[src/rtl/zbuf_pkg.sv]
// Shared types and constants for the Z-buffer pipeline: screen geometry, depth
// and colour formats, and the fragment-writer state encoding.
package zbuf_pkg;

    localparam int SCREEN_W = 16;
    localparam int SCREEN_H = 16;
    localparam int Z_W      = 8;
    localparam int COORD_W  = 4;
    localparam int CID_W    = 4;
    localparam int ADDR_W   = 8;

    typedef logic [23:0]       color_t;
    typedef logic [ADDR_W-1:0] pix_addr_t;
    typedef logic [Z_W-1:0]    depth_t;

    localparam depth_t    Z_FAR    = '1;
    localparam color_t    BG_COLOR = 24'h000000;
    localparam pix_addr_t CLR_LAST = pix_addr_t'(SCREEN_W * SCREEN_H - 1);

    typedef enum logic [1:0] {
        ST_IDLE,
        ST_READ,
        ST_CMP,
        ST_CLEAR
    } state_e;

endpackage

[src/rtl/zbuf_addr_calc.sv]
// Linear pixel address from screen coordinates; shared with the rasteriser.
module zbuf_addr_calc
    import zbuf_pkg::*;
(
    input  logic [COORD_W-1:0] x_i,
    input  logic [COORD_W-1:0] y_i,
    output pix_addr_t          addr_o
);

    assign addr_o = pix_addr_t'(int'(y_i) * SCREEN_W + int'(x_i));

endmodule

[src/rtl/zbuf_fragment_writer.sv]
// Depth-test and write-back stage: read-compare-write on the depth RAM for each
// fragment, frame-buffer write on a win, and a full-screen clear on request.
module zbuf_fragment_writer
    import zbuf_pkg::*;
(
    input  logic               clk_i,
    input  logic               rst_i,
    input  logic               frag_valid_i,
    output logic               frag_ready_o,
    input  logic [COORD_W-1:0] frag_x_i,
    input  logic [COORD_W-1:0] frag_y_i,
    input  depth_t             frag_z_i,
    input  logic [CID_W-1:0]   frag_cid_i,
    input  logic               clear_start_i,
    output logic               busy_o,
    output logic [CID_W-1:0]   rom_addr_o,
    input  color_t             rom_data_i,
    output pix_addr_t          zb_addr_o,
    input  depth_t             zb_rd_data_i,
    output logic               zb_we_o,
    output depth_t             zb_wr_data_o,
    output pix_addr_t          fb_addr_o,
    output logic               fb_we_o,
    output color_t             fb_wr_data_o,
    output logic               pix_written_o,
    output logic               pix_rejected_o
);

    state_e             state_q, state_d;
    pix_addr_t          clr_cnt_q, clr_cnt_d;
    logic [COORD_W-1:0] x_q, x_d, y_q, y_d;
    depth_t             z_q, z_d;
    logic [CID_W-1:0]   cid_q, cid_d;
    pix_addr_t          pix_addr;

    zbuf_addr_calc u_addr_calc (
        .x_i    (x_q),
        .y_i    (y_q),
        .addr_o (pix_addr)
    );

    always_ff @(posedge clk_i) begin
        if (rst_i) begin
            state_q   <= ST_IDLE;
            clr_cnt_q <= '0;
            x_q       <= '0;
            y_q       <= '0;
            z_q       <= '0;
            cid_q     <= '0;
        end else begin
            state_q   <= state_d;
            clr_cnt_q <= clr_cnt_d;
            x_q       <= x_d;
            y_q       <= y_d;
            z_q       <= z_d;
            cid_q     <= cid_d;
        end
    end

    // The ROM is combinational, so the latched index alone selects the colour.
    assign rom_addr_o = cid_q;
    assign busy_o     = (state_q != ST_IDLE);

    always_comb begin
        state_d        = state_q;
        clr_cnt_d      = clr_cnt_q;
        x_d            = x_q;
        y_d            = y_q;
        z_d            = z_q;
        cid_d          = cid_q;
        frag_ready_o   = 1'b0;
        zb_addr_o      = '0;
        fb_addr_o      = '0;
        zb_we_o        = 1'b0;
        fb_we_o        = 1'b0;
        zb_wr_data_o   = '0;
        fb_wr_data_o   = '0;
        pix_written_o  = 1'b0;
        pix_rejected_o = 1'b0;

        unique case (state_q)
            ST_IDLE: begin
                // A clear request blocks the fragment handshake in the same cycle.
                frag_ready_o = ~clear_start_i;
                if (clear_start_i) begin
                    state_d   = ST_CLEAR;
                    clr_cnt_d = '0;
                end else if (frag_valid_i) begin
                    x_d     = frag_x_i;
                    y_d     = frag_y_i;
                    z_d     = frag_z_i;
                    cid_d   = frag_cid_i;
                    state_d = ST_READ;
                end
            end
            ST_READ: begin
                zb_addr_o = pix_addr;
                fb_addr_o = pix_addr;
                state_d   = ST_CMP;
            end
            ST_CMP: begin
                zb_addr_o = pix_addr;
                fb_addr_o = pix_addr;
                if (z_q < zb_rd_data_i) begin
                    zb_we_o       = 1'b1;
                    fb_we_o       = 1'b1;
                    zb_wr_data_o  = z_q;
                    fb_wr_data_o  = rom_data_i;
                    pix_written_o = 1'b1;
                end else begin
                    pix_rejected_o = 1'b1;
                end
                state_d = ST_IDLE;
            end
            ST_CLEAR: begin
                zb_addr_o    = clr_cnt_q;
                fb_addr_o    = clr_cnt_q;
                zb_we_o      = 1'b1;
                fb_we_o      = 1'b1;
                zb_wr_data_o = Z_FAR;
                fb_wr_data_o = BG_COLOR;
                clr_cnt_d    = clr_cnt_q + 1'b1;
                if (clr_cnt_q == CLR_LAST) begin
                    state_d = ST_IDLE;
                end
            end
            default: state_d = ST_IDLE;
        endcase
    end

endmodule

[config.mk]
export PLATFORM = sky130hd
export DESIGN_NAME = zbuf_fragment_writer
export DESIGN_NICKNAME = d
export VERILOG_FILES = /design/src/rtl/zbuf_pkg.sv /design/src/rtl/zbuf_addr_calc.sv /design/src/rtl/zbuf_fragment_writer.sv
export SDC_FILE = /design/constraint.sdc
export NUM_CORES = 1
export LEC_CHECK = 0
export ABC_CLOCK_PERIOD_IN_PS = 3050
export CORE_MARGIN = 2
export CORE_UTILIZATION = 38
export CTS_CLUSTER_SIZE = 16
export DETAILED_ROUTE_END_ITERATION = 16
export GPL_TIMING_DRIVEN = 0
export PLACE_DENSITY_LB_ADDON = 0.25
export SLEW_MARGIN = 20
export SYNTH_ARGS = -nofsm -noshare
export SYNTH_HDL_FRONTEND = slang
export SYNTH_HIERARCHICAL = 1
export SYNTH_SLANG_ARGS = --single-unit
[constraint.sdc]
create_clock -name clk_i -period 3.05 [get_ports clk_i]
set_clock_uncertainty 0.1 [all_clocks]
set_input_delay 0.61 -clock clk_i [delete_from_list [all_inputs] [get_ports clk_i]]
set_output_delay 0.61 -clock clk_i [all_outputs]
set_load 0.1 [all_outputs]
## Word-level counts from Yosys, hierarchy flattened

Cells that the tools add are included.

- Bits in registers: 30
- Output and inout bits: 58
- Logic and storage cells: 41

- Add/subtract/negate cells: 2
- $lt $le $gt $ge: 1
- Equality and inequality tests: 7
- Mux-type cells: 17
- Bitwise gates (word level): 1
- Reductions and logical operators: 7

Operators with widths:

| kind | number |
|---|---|
| $mux 24 | 2 |
| $pmux 8 s2 | 3 |
| $mux 8 | 2 |
| $add 8x1->8 const B | 1 |
| $add 8x4->8 | 1 |
| $eq 8x8->1 const B | 1 |
| $lt 8x8->1 | 1 |
| $pmux 2 s4 | 1 |
| $mux 2 | 3 |
| $mux 1 | 5 |
| $eq 2x2->1 const B | 2 |
| $ne 2x2->1 const B | 2 |
| $reduce_and 2->1 | 2 |
| $reduce_bool 2->1 | 2 |
| $ne 3x3->1 const B | 1 |
| $reduce_and 3->1 | 1 |
| $eq 2x1->1 const B | 1 |
| $logic_not 2->1 | 1 |
| $pmux 1 s2 | 1 |
| $reduce_or 2->1 | 1 |
| $not 1->1 | 1 |

## Longest topological paths before layout

Gate-level depths: netlist (run 1).

- Depth after elaboration: 3
- Mapped depth: 7
- Depth with buffers taken out: 6

## Hierarchy

Netlist (run 1), hierarchy kept.

Modules (own cells, without submodules):

| module | times used | cells an instance | area an instance (sq um) | seq. area each (sq um) |
|---|---|---|---|---|
| zbuf_fragment_writer | 1 | 251 | 1925.6 | 600.6 |
| zbuf_addr_calc | 1 | 8 | 60.1 | 0.0 |

## Least setup slack after synthesis (run 1)

No wires, ideal clock.

- Path kind: register to output
- Start point: reg state_q[1]
- End point: out zb_addr_o[0]
- Data arrival time: 3.023 ns
- Required time: 2.340 ns
- Path slack: -0.683 ns
- Cell stages (with the launch flop): 7
- Cell sequence: dfxtp_1 -> ha_1 -> buf_2 -> clkbuf_1 -> nand2_1 -> a21oi_1 -> buf_4

- Word-level cells in the longest chain between the ends: 3

Ends and longest elaborated chain:

| element | line | source |
|---|---|---|
| start: declaration | zbuf_fragment_writer.sv:29 | `state_e state_q, state_d;` |
| start signal: assignment | zbuf_fragment_writer.sv:51 | `state_q <= state_d;` |
| $eq 2x2->1 or $eq 2x1->1 (tied branches) | - |  |
| $reduce_or 2->1 (no source line) | - |  |
| $pmux 8 s2 * | - |  |
| end: declaration | zbuf_fragment_writer.sv:18 | `output pix_addr_t zb_addr_o,` |

Every way passes the cells marked *; elsewhere a longest branch is shown, timed or not.

## Worst setup path in the final report (run 1)

- Start point: in zb_rd_data_i[4]
- End point: out fb_wr_data_o[16]

- Word-level cells in the longest chain between the ends: 3

Ends and longest elaborated chain:

| element | line | source |
|---|---|---|
| start: declaration | zbuf_fragment_writer.sv:19 | `input depth_t zb_rd_data_i,` |
| $lt 8x8->1 | zbuf_fragment_writer.sv:104 | `if (z_q < zb_rd_data_i) begin` |
| $mux 24 | zbuf_fragment_writer.sv:104 |  |
| $mux 24 | zbuf_fragment_writer.sv:81 | `unique case (state_q)` |
| end: declaration | zbuf_fragment_writer.sv:24 | `output color_t fb_wr_data_o,` |

Every way passes these cells.

==> results of run 1 <==
==> layout make-up <==
cell class / instances / share of cell area
flip-flops and latches: 30 / 0.161
clock inverters: 2 / 0.0101
multi-input cells: 184 / 0.352
well taps: 70 / 0.0235
repair buffers: 115 / 0.362
plain buffers: 32 / 0.0588
diodes: 1 / 0.000672
clock buffers: 6 / 0.0195
inverters: 12 / 0.0121
==> cells in the mapped netlist (all sizes together), types with 2 or more instances <==
cell type  count  area, sq um
a211oi         2         32.5
a21o           8         70.1
a21oi         28          140
a22oi          7         52.6
and2          25          163
buf           25          191
clkbuf         8         30.0
dfxtp         30          601
ha            12          150
inv           12         45.0
mux2           2         22.5
nand2         51          191
nand3          3         15.0
nor2          16         60.1
nor2b          3         18.8
nor3           2         10.0
o21ai          8         43.8
xnor2          5         43.8
==> how the worst min path moves through the flow <==
stage	end	cells after the start	startpoint	slack [ns]
finish	x_q[1]$_SDFFE_PP0P_	2	x_q[1]$_SDFFE_PP0P_	0.35
global route	x_q[0]$_SDFFE_PP0P_	2	x_q[0]$_SDFFE_PP0P_	0.38
CTS	x_q[1]$_SDFFE_PP0P_	2	x_q[1]$_SDFFE_PP0P_	0.36
detailed placement	x_q[0]$_SDFFE_PP0P_	2	x_q[0]$_SDFFE_PP0P_	0.35
global placement	x_q[0]$_SDFFE_PP0P_	2	x_q[0]$_SDFFE_PP0P_	0.34
floorplan	x_q[0]$_SDFFE_PP0P_	2	x_q[0]$_SDFFE_PP0P_	0.34
==> through the flow <==
step	hold WS [ns]	power [mW]
global route	0.377	1.94
global placement	0.344	1.34
floorplan	0.337	1.12
CTS	0.358	1.85
finish	0.353	1.87
detailed placement	0.348	1.35
==> power breakdown <==
group	leakage, nW	internal, mW	switching, mW
logic	1.23	0.356	0.687
registers	0.244	0.414	0.0191
clock network	0.0514	0.243	0.151
==> registers in the layout, summed over array words and instances (netlist names) <==
signal      flops
clr_cnt_q       8
z_q             8
rom_addr_o      4
x_q             4
y_q             4
state_q         2
==> kinds of logic (layout without fill, tap and decap cells) <==
kind of cell    Yosys count  count (layout)
other cells               0               1
flops                    30              30
mux                       3               3
simple gates            105             105
buf+inv                  45             167
xor+xnor                  5               5
fa+ha+maj                12              12
compound gates           59              59
==> timing repair <==
| action | 4_1_cts | 5_1_grt |
|---|---|---|
| endpoints found under the setup margin | 54 | 50 |
| cloned | 2 | 0 |
| setup buffers | 2 | 0 |
| pin swaps | 13 | 5 |
| endpoints found under the hold margin | 0 | 0 |
| resized for setup | 383 | 25 |
==> tightest hold or removal path, cell delays in order, from the launching register on <==
cell and delay (ns):
dfxtp_1 0.31, nand2_1 0.05, a21oi_1 0.05
==> routing by layer <==
| layer | vias up | track usage | part of all wire |
|---|---|---|---|
| li1 | 1078 | - | - |
| met1 | 1016 | 0.259 | 0.39 |
| met2 | 68 | 0.422 | 0.55 |
| met3 | 12 | 0.0379 | 0.039 |
| met4 | 0 | 0.0945 | 0.024 |
| met5 | - | 0 | 0 |
==> cell usage in the layout (no fill, tap or decap), drive strengths merged, types with 3 or more instances in the layout <==
cell type,count
a21oi,28
clkdlybuf4s15,11
o21ai,8
nor2,16
and2,25
nand2,51
xnor2,5
a21o,8
ha,12
clkdlybuf4s50,50
dfxtp,30
inv,12
nor2b,3
dlygate4sd2,6
clkbuf,14
nand3,3
buf,71
a22oi,7
==> reports/qor.yml, run 1 <==
die_x_microns: 76.3
worstSetupEndpoint: "fb_wr_data_o[16]"
overflow: 0
crit_arrival_ns: 2.29
core_area_sq_mm: 0.00507
slew_headroom: 0.353
crit_path_start: "zb_rd_data_i[4]"
start_util: 0.391
slowest_delay_ns: 0.26
cts_tree: "built"
path_cells: "dlygate4sd2_1 -> inv_1 -> ha_4 -> o211ai_1 -> nor2_4 -> a211oi_4 -> buf_6 -> buf_6 -> and2_4 -> buf_12"
wirelength_microns: 6910
synth-compound-area-share: 0.198
grt_pass1_wl_microns: 10800
cts_buffers: 5
synth_mux_area_frac: 0.0164
numPortBuffers: 111
min_path_type: "register to register"
vias_per_cell: 4.81
grt_max_degree: 11
worstReg2RegEnd: "x_q[3]$_SDFFE_PP0P_"
ys_warn_count: 6
num_vias: 2174
rr_worst_depth: 7
setup_slack_ns: 0.0536
maxSlewViolCount: 0
cp_num_cells: 10
insertion_delay_ns: 0.28
area_growth_pct: 87.6
rrSetupSlack_ns: 1.12
ctsHoldBuffers: 0
fmax_ghz: 0.334
start_kind: "primary input"
multi_input_comb_area_sq_mm: 0.00131
rows: 26
p_leak_nw: 1.52
vdd_drop_max_mv: 0.362
place.detailed.hpwl_microns: 4530
grt_pass1_vias: 2169
cts.sinks: 30
yosys.area_share.simple: 0.251
syn_area_sq_mm: 0.00199
post_drt_wl_per_cell_microns: 15.3
regArea_sq_um: 601
stdcell_count: 452
ys_seq_area_frac: 0.302
drc: 0
synth_top_family_by_area: "simple AND/OR/NAND/NOR gates"
timing.rr.start: "state_q[0]$_SDFFE_PP0P_"
pwr_density_cell_mw_per_mm2: 502
clockBufferDepth: 2
drv_cap: 0
ant_nets: 0
ys.flop_type: "dfxtp_1"
die_h_microns: 76.3
crit_slowest_cell: "a211oi_4"
fill_cells: 363
cp_common_cell: "buf_6"
end_kind: "primary output"
synthAdderAreaFrac: 0.0756
netlist_instances: 259
path_clk_slew_ns: 0.07
cts-htree-levels: 2
outcome: "finished clean"
worstPathRequired_ns: 2.34
post-route-util: 0.734
min_period_ns: 3.00
pre_cts_ws_ns: -1.41
grt_use_total: 0.229
gp_congestion: 0.797
synth_cell_type_count: 35
layout.nets: 448
die-area_sq_mm: 0.00582
min_period_over_period: 0.982
dr.pass1.iters: 4
syn_nets: 327
finalSetupTns_ns: 0
setup_violations: 0
dp.cells: 440
final_area_sq_mm: 0.00373
worstMarginPinSlew_ns: 0.967
async_flop_share: 0
crit_path_max_fanout: 8
drtIter0Drc: 102
synthXorXnorAreaFrac: 0.0221
synth_edf_count: 0
antenna_found_initial: 1
syn_area_per_cell_sq_um: 7.67
critPathKind: "primary input to primary output"
io_pins: 114
synth-seq-cells: 30
path_buf_inv: 5
hold_viol: 0
drive_gt1_frac: 0.404
clockRootBuffer: "clkbuf_8"
dpl_cell_area_sq_mm: 0.00324
worst_path_dominant_cell_family: "buffers and inverters"
Note: power is estimated with default switching activity, not from simulation.
==> run 2, diff against run 1 <==
--- a/config.mk
+++ b/config.mk
@@ -8,7 +8,7 @@
 export ABC_CLOCK_PERIOD_IN_PS = 3050
 export CORE_MARGIN = 2
 export CORE_UTILIZATION = 38
-export CTS_CLUSTER_SIZE = 16
+export CTS_CLUSTER_SIZE = 8
 export DETAILED_ROUTE_END_ITERATION = 16
 export GPL_TIMING_DRIVEN = 0
 export PLACE_DENSITY_LB_ADDON = 0.25
@@ -17,3 +17,4 @@
 export SYNTH_HDL_FRONTEND = slang
 export SYNTH_HIERARCHICAL = 1
 export SYNTH_SLANG_ARGS = --single-unit
+export TNS_END_PERCENT = 30
==> run 2 against run 1 <==
Net effect:
- sequential cell count is the same
- die area is the same
- register-to-register slack gained 0.08 ns
- first-iteration DRC count shrank 17%
- final area grew 0.64%
- combinational power is essentially flat
- count of clock-buffer cells in the layout is the same
==> reports/qor.yml, run 2 (synthesized netlist as in run 1, its figures left out) <==
layout.nets: 450
worstPathRequired_ns: 2.34
hold-worst-slack_ns: 0.356
numPortBuffers: 111
hp-start: "x_q[2]$_SDFFE_PP0P_"
post_drt_wl_per_cell_microns: 14.4
min_period_over_period: 0.977
vias_per_cell: 4.80
ant_nets: 0
cts_buffers: 5
min_period_ns: 2.98
grt_pass1_vias: 2069
pwr_density_cell_mw_per_mm2: 488
outcome: "finished clean"
drv_cap: 0
core_area_sq_mm: 0.00507
setup_violations: 0
num_vias: 2176
rows: 26
slew_headroom: 0.345
cts_tree: "built"
clockBufferDepth: 2
final_cell_mix: "50 x nand2_1, 50 x clkdlybuf4s50_1, 30 x dfxtp_1"
die_x_microns: 76.3
crit_arrival_ns: 2.27
area_growth_pct: 88.8
p_leak_nw: 1.56
fmax_ghz: 0.336
min_path_type: "register to register"
critPathKind: "primary input to primary output"
grt_max_degree: 11
path_clk_slew_ns: 0.07
fill_cells: 381
hold_viol: 0
place.detailed.hpwl_microns: 4540
die_h_microns: 76.3
end_kind: "primary output"
io_pins: 114
wirelength_microns: 6510
start_util: 0.391
overflow: 0
multi_input_comb_area_sq_mm: 0.00130
dr.pass1.iters: 5
drive_gt1_frac: 0.410
cts-htree-levels: 2
crit_path_start: "zb_rd_data_i[0]"
stdcell_count: 453
vdd_drop_max_mv: 0.358
antenna_found_initial: 0
die-area_sq_mm: 0.00582
grt_pass1_wl_microns: 10500
dp.cells: 440
clockRootBuffer: "clkbuf_8"
top_regs: "clr_cnt_q (8), z_q (8)"
gp_congestion: 0.780
cts.sinks: 30
regArea_sq_um: 601
worstMarginPinSlew_ns: 0.980
drc: 0
insertion_delay_ns: 0.28
crit_path_max_fanout: 5
drtIter0Drc: 85
grt_use_total: 0.223
start_kind: "primary input"
maxSlewViolCount: 0
num_antenna_cells: 0
timing.rr.start: "state_q[1]$_SDFFE_PP0P_"
ctsHoldBuffers: 0
[run 2: cell count changes in the layout (fill, tap and decap cells not counted), moves of 2 or more]
cell and change:
and2_2 -6, and2_4 +6, buf_12 +5, buf_6 -4
clkdlybuf4s15_2 -3, buf_4 +2, clkbuf_2 +2, clkbuf_4 +2
[run 2: final cells by class]
type	count	area share
inverters	12	0.0120
clock inverters	2	0.00334
clock buffers	6	0.0220
well taps	70	0.0234
multi-input cells	184	0.347
plain buffers	33	0.0611
repair buffers	116	0.371
flip-flops and latches	30	0.160
[run 2: worst max-delay path, stage by stage]
cell and delay (ns):
clkdlybuf4s50_1 0.47, nor2b_2 0.17, o21ai_2 0.11, a211oi_4 0.29, buf_6 0.17, buf_6 0.13
a21o_2 0.14, buf_8 0.19
[run 2: repair_timing]
action	in CTS	in global routing
setup endpoints to repair	54	46
gates resized for setup	406	24
setup buffers	2	0
gates cloned	2	1
pin swaps	14	9
[run 2: where the power goes]
part           total [mW]  switching, mW  internal (mW)  leakage (nW)
logic                1.06          0.684          0.377          1.27
registers           0.433         0.0193          0.414         0.244
clock network       0.334          0.153          0.181        0.0472
[run 2: worst paths after layout]
kind / depth (start not counted) / end / slack, ns
setup / recovery: 8 / zb_wr_data_o[3] / 0.07
hold / removal: 2 / x_q[2]$_SDFFE_PP0P_ / 0.36
setup reg to reg: 7 / x_q[3]$_SDFFE_PP0P_ / 1.20
hold reg to reg: 2 / x_q[2]$_SDFFE_PP0P_ / 0.36
[run 2: metal layers]
metal / vias to the layer above / share of wire / GRT usage / wire (microns)
met3: 4 / 0.051 / 0.0379 / 329
met2: 72 / 0.55 / 0.421 / 3570
li1: 1082 / - / - / -
met4: 0 / 0.0084 / 0.0709 / 55
met5: - / 0 / 0 / 0
met1: 1018 / 0.39 / 0.252 / 2560
[run 2: stage by stage]
step                area (sq um)  power (mW)   util  TNS (ns)  worst slack, ns
floorplan                   2010        1.11      -     -5.91           -0.390
global placement            3210        1.33  0.633    -49.74            -1.35
detailed placement          3210        1.34  0.633    -51.50            -1.37
CTS                         3770        1.82  0.742         0           0.0192
global route                3750        1.90  0.739   -0.0557          -0.0158
finish                      3750        1.83  0.739         0           0.0712
==> run 3, diff against run 2 <==
--- a/config.mk
+++ b/config.mk
@@ -6,7 +6,6 @@
 export NUM_CORES = 1
 export LEC_CHECK = 0
 export ABC_CLOCK_PERIOD_IN_PS = 3050
-export CORE_MARGIN = 2
 export CORE_UTILIZATION = 38
 export CTS_CLUSTER_SIZE = 8
 export DETAILED_ROUTE_END_ITERATION = 16
==> run 3 against run 2 <==
Net effect:
- sequential power barely moved
- setup slack got worse by 0.034 ns
- first-iteration DRC count rose by 54%
- final area fell by 0.30%
- clock power barely moved
- largest cell class unchanged
==> reports/qor.yml, run 3 (synthesized netlist as in run 1, its figures left out) <==
outcome: "finished clean"
drive_gt1_frac: 0.406
end_kind: "primary output"
gp_congestion: 0.788
num_vias: 2239
setup_slack_ns: 0.0374
p_leak_nw: 1.56
min_period_ns: 3.01
dr.pass1.iters: 4
cts_tree: "built"
io_pins: 114
place.detailed.hpwl_microns: 4490
holdPathStages: 2
wirelength_microns: 7110
start_kind: "primary input"
stdcell_count: 449
critPathKind: "primary input to primary output"
vias_per_cell: 4.99
rr_worst_depth: 7
area_growth_pct: 88.3
rsz0062_at_grt: "no"
power.internal_mw: 0.971
worstPathRequired_ns: 2.34
clockRootBuffer: "clkbuf_8"
grt_pass1_wl_microns: 10900
setup_violations: 0
numPortBuffers: 111
switching_share: 0.473
fmax_ghz: 0.332
grt_max_degree: 11
hp-start: "rom_addr_o[3]$_SDFFE_PP0P_"
final_cell_mix: "50 x nand2_1, 50 x clkdlybuf4s50_1, 33 x buf_4"
antenna_found_initial: 0
drc: 0
num_antenna_cells: 0
power_frac_seq: 0.235
die-area_sq_mm: 0.00552
cts_buffers: 5
pre_cts_ws_ns: -1.35
dp.cells: 437
grt_use_total: 0.267
start_util: 0.407
die_h_microns: 74.3
crit_arrival_ns: 2.30
path_clk_slew_ns: 0.06
overflow: 0
cts-htree-levels: 2
comb_power_share: 0.582
maxSlewViolCount: 0
hold-worst-slack_ns: 0.354
worstMarginPinSlew_ns: 0.974
ant_nets: 0
cts.sinks: 30
rrSetupSlack_ns: 1.12
totalPowerFinal_mw: 1.84
timing.rr.start: "state_q[0]$_SDFFE_PP0P_"
min_period_over_period: 0.988
slew_headroom: 0.350
hold_viol: 0
top_regs: "clr_cnt_q (8), z_q (8)"
min_path_type: "register to register"
post_drt_wl_per_cell_microns: 15.8
drtIter0Drc: 131
p_sw_mw: 0.870
crit_path_max_fanout: 4
layout.nets: 449
rows: 25
core_area_sq_mm: 0.00488
insertion_delay_ns: 0.28
pwr_density_cell_mw_per_mm2: 492
vdd_drop_max_mv: 0.338
min_to: "rom_addr_o[3]$_SDFFE_PP0P_"
grt_pass1_vias: 2219
drv_cap: 0
worstReg2RegEnd: "z_q[5]$_SDFFE_PP0P_"
die_x_microns: 74.3
clockBufferDepth: 2
clkPwrFrac: 0.183
==> run 3: cell count changes in the layout (fill, tap and decap cells not counted), moves of 2 or more <==
cell / before / now
a21o_2: 6 / 8
buf_4: 29 / 33
clkbuf_4: 2 / 0
buf_2: 7 / 4
a21o_4: 2 / 0
==> run 3: metrics by stage <==
step	area [sq um]	TNS (ns)	utilization
after floorplan	2010	-5.91	-
after global placement	3210	-48.71	0.657
after detailed placement	3210	-49.89	0.657
after CTS	3700	0	0.758
after global routing	3740	0	0.766
final	3740	0	0.766
==> run 3: power groups by stage <==
stage | sequential [mW] | clock [mW] | combinational (mW)
CTS | 0.431 | 0.341 | 1.03
global route | 0.435 | 0.355 | 1.11
finish | 0.432 | 0.337 | 1.07
detailed placement | 0.439 | 0 | 0.898
floorplan | 0.458 | 0 | 0.648
global placement | 0.438 | 0 | 0.890
==> run 3: cell type report <==
type | count | area [sq um]
repair buffers | 116 | 1400
multi-input cells | 184 | 1290
fillers | 340 | 1140
flip-flops and latches | 30 | 601
plain buffers | 32 | 221
well taps | 67 | 83.8
clock buffers | 6 | 82.6
inverters | 12 | 45.0
clock inverters | 2 | 12.5
==> run 3: worst max-delay path, stage by stage <==
cell and delay, ns:
dlygate4sd2_1 0.21, inv_2 0.05, ha_4 0.27, o211ai_1 0.15, nor2_4 0.16, a211oi_4 0.08, buf_4 0.16, or2_2 0.29
buf_4 0.14, buf_6 0.17
==> run 3: routing by layer <==
metal	track usage	vias up	part of all wire
met4	0.161	0	0.033
li1	-	1083	-
met1	0.283	1043	0.37
met3	0.0732	23	0.058
met2	0.472	90	0.54
met5	0	-	0
==> run 3: worst max-delay path by stage <==
stage                       startpoint               end  slack, ns  cells past startpoint
2_1_floorplan          zb_rd_data_i[2]  fb_wr_data_o[15]      -0.39                      7
3_3_place_gp           zb_rd_data_i[2]  fb_wr_data_o[23]      -1.31                      9
3_5_place_dp           zb_rd_data_i[2]   fb_wr_data_o[0]      -1.35                      9
4_1_cts        state_q[0]$_SDFFE_PP0P_            busy_o     0.0002                      4
5_1_grt                zb_rd_data_i[7]  fb_wr_data_o[23]     0.0007                     10
6_report               zb_rd_data_i[5]           zb_we_o       0.04                     10
==> run 3: what timing repair did <==
item,CTS,global route
hold buffers,0,0
endpoints found under the hold margin,0,0
gates resized for setup,397,17
cloned,2,1
pin swaps,14,6
endpoints found under the setup margin,53,47
buffers inserted,2,0
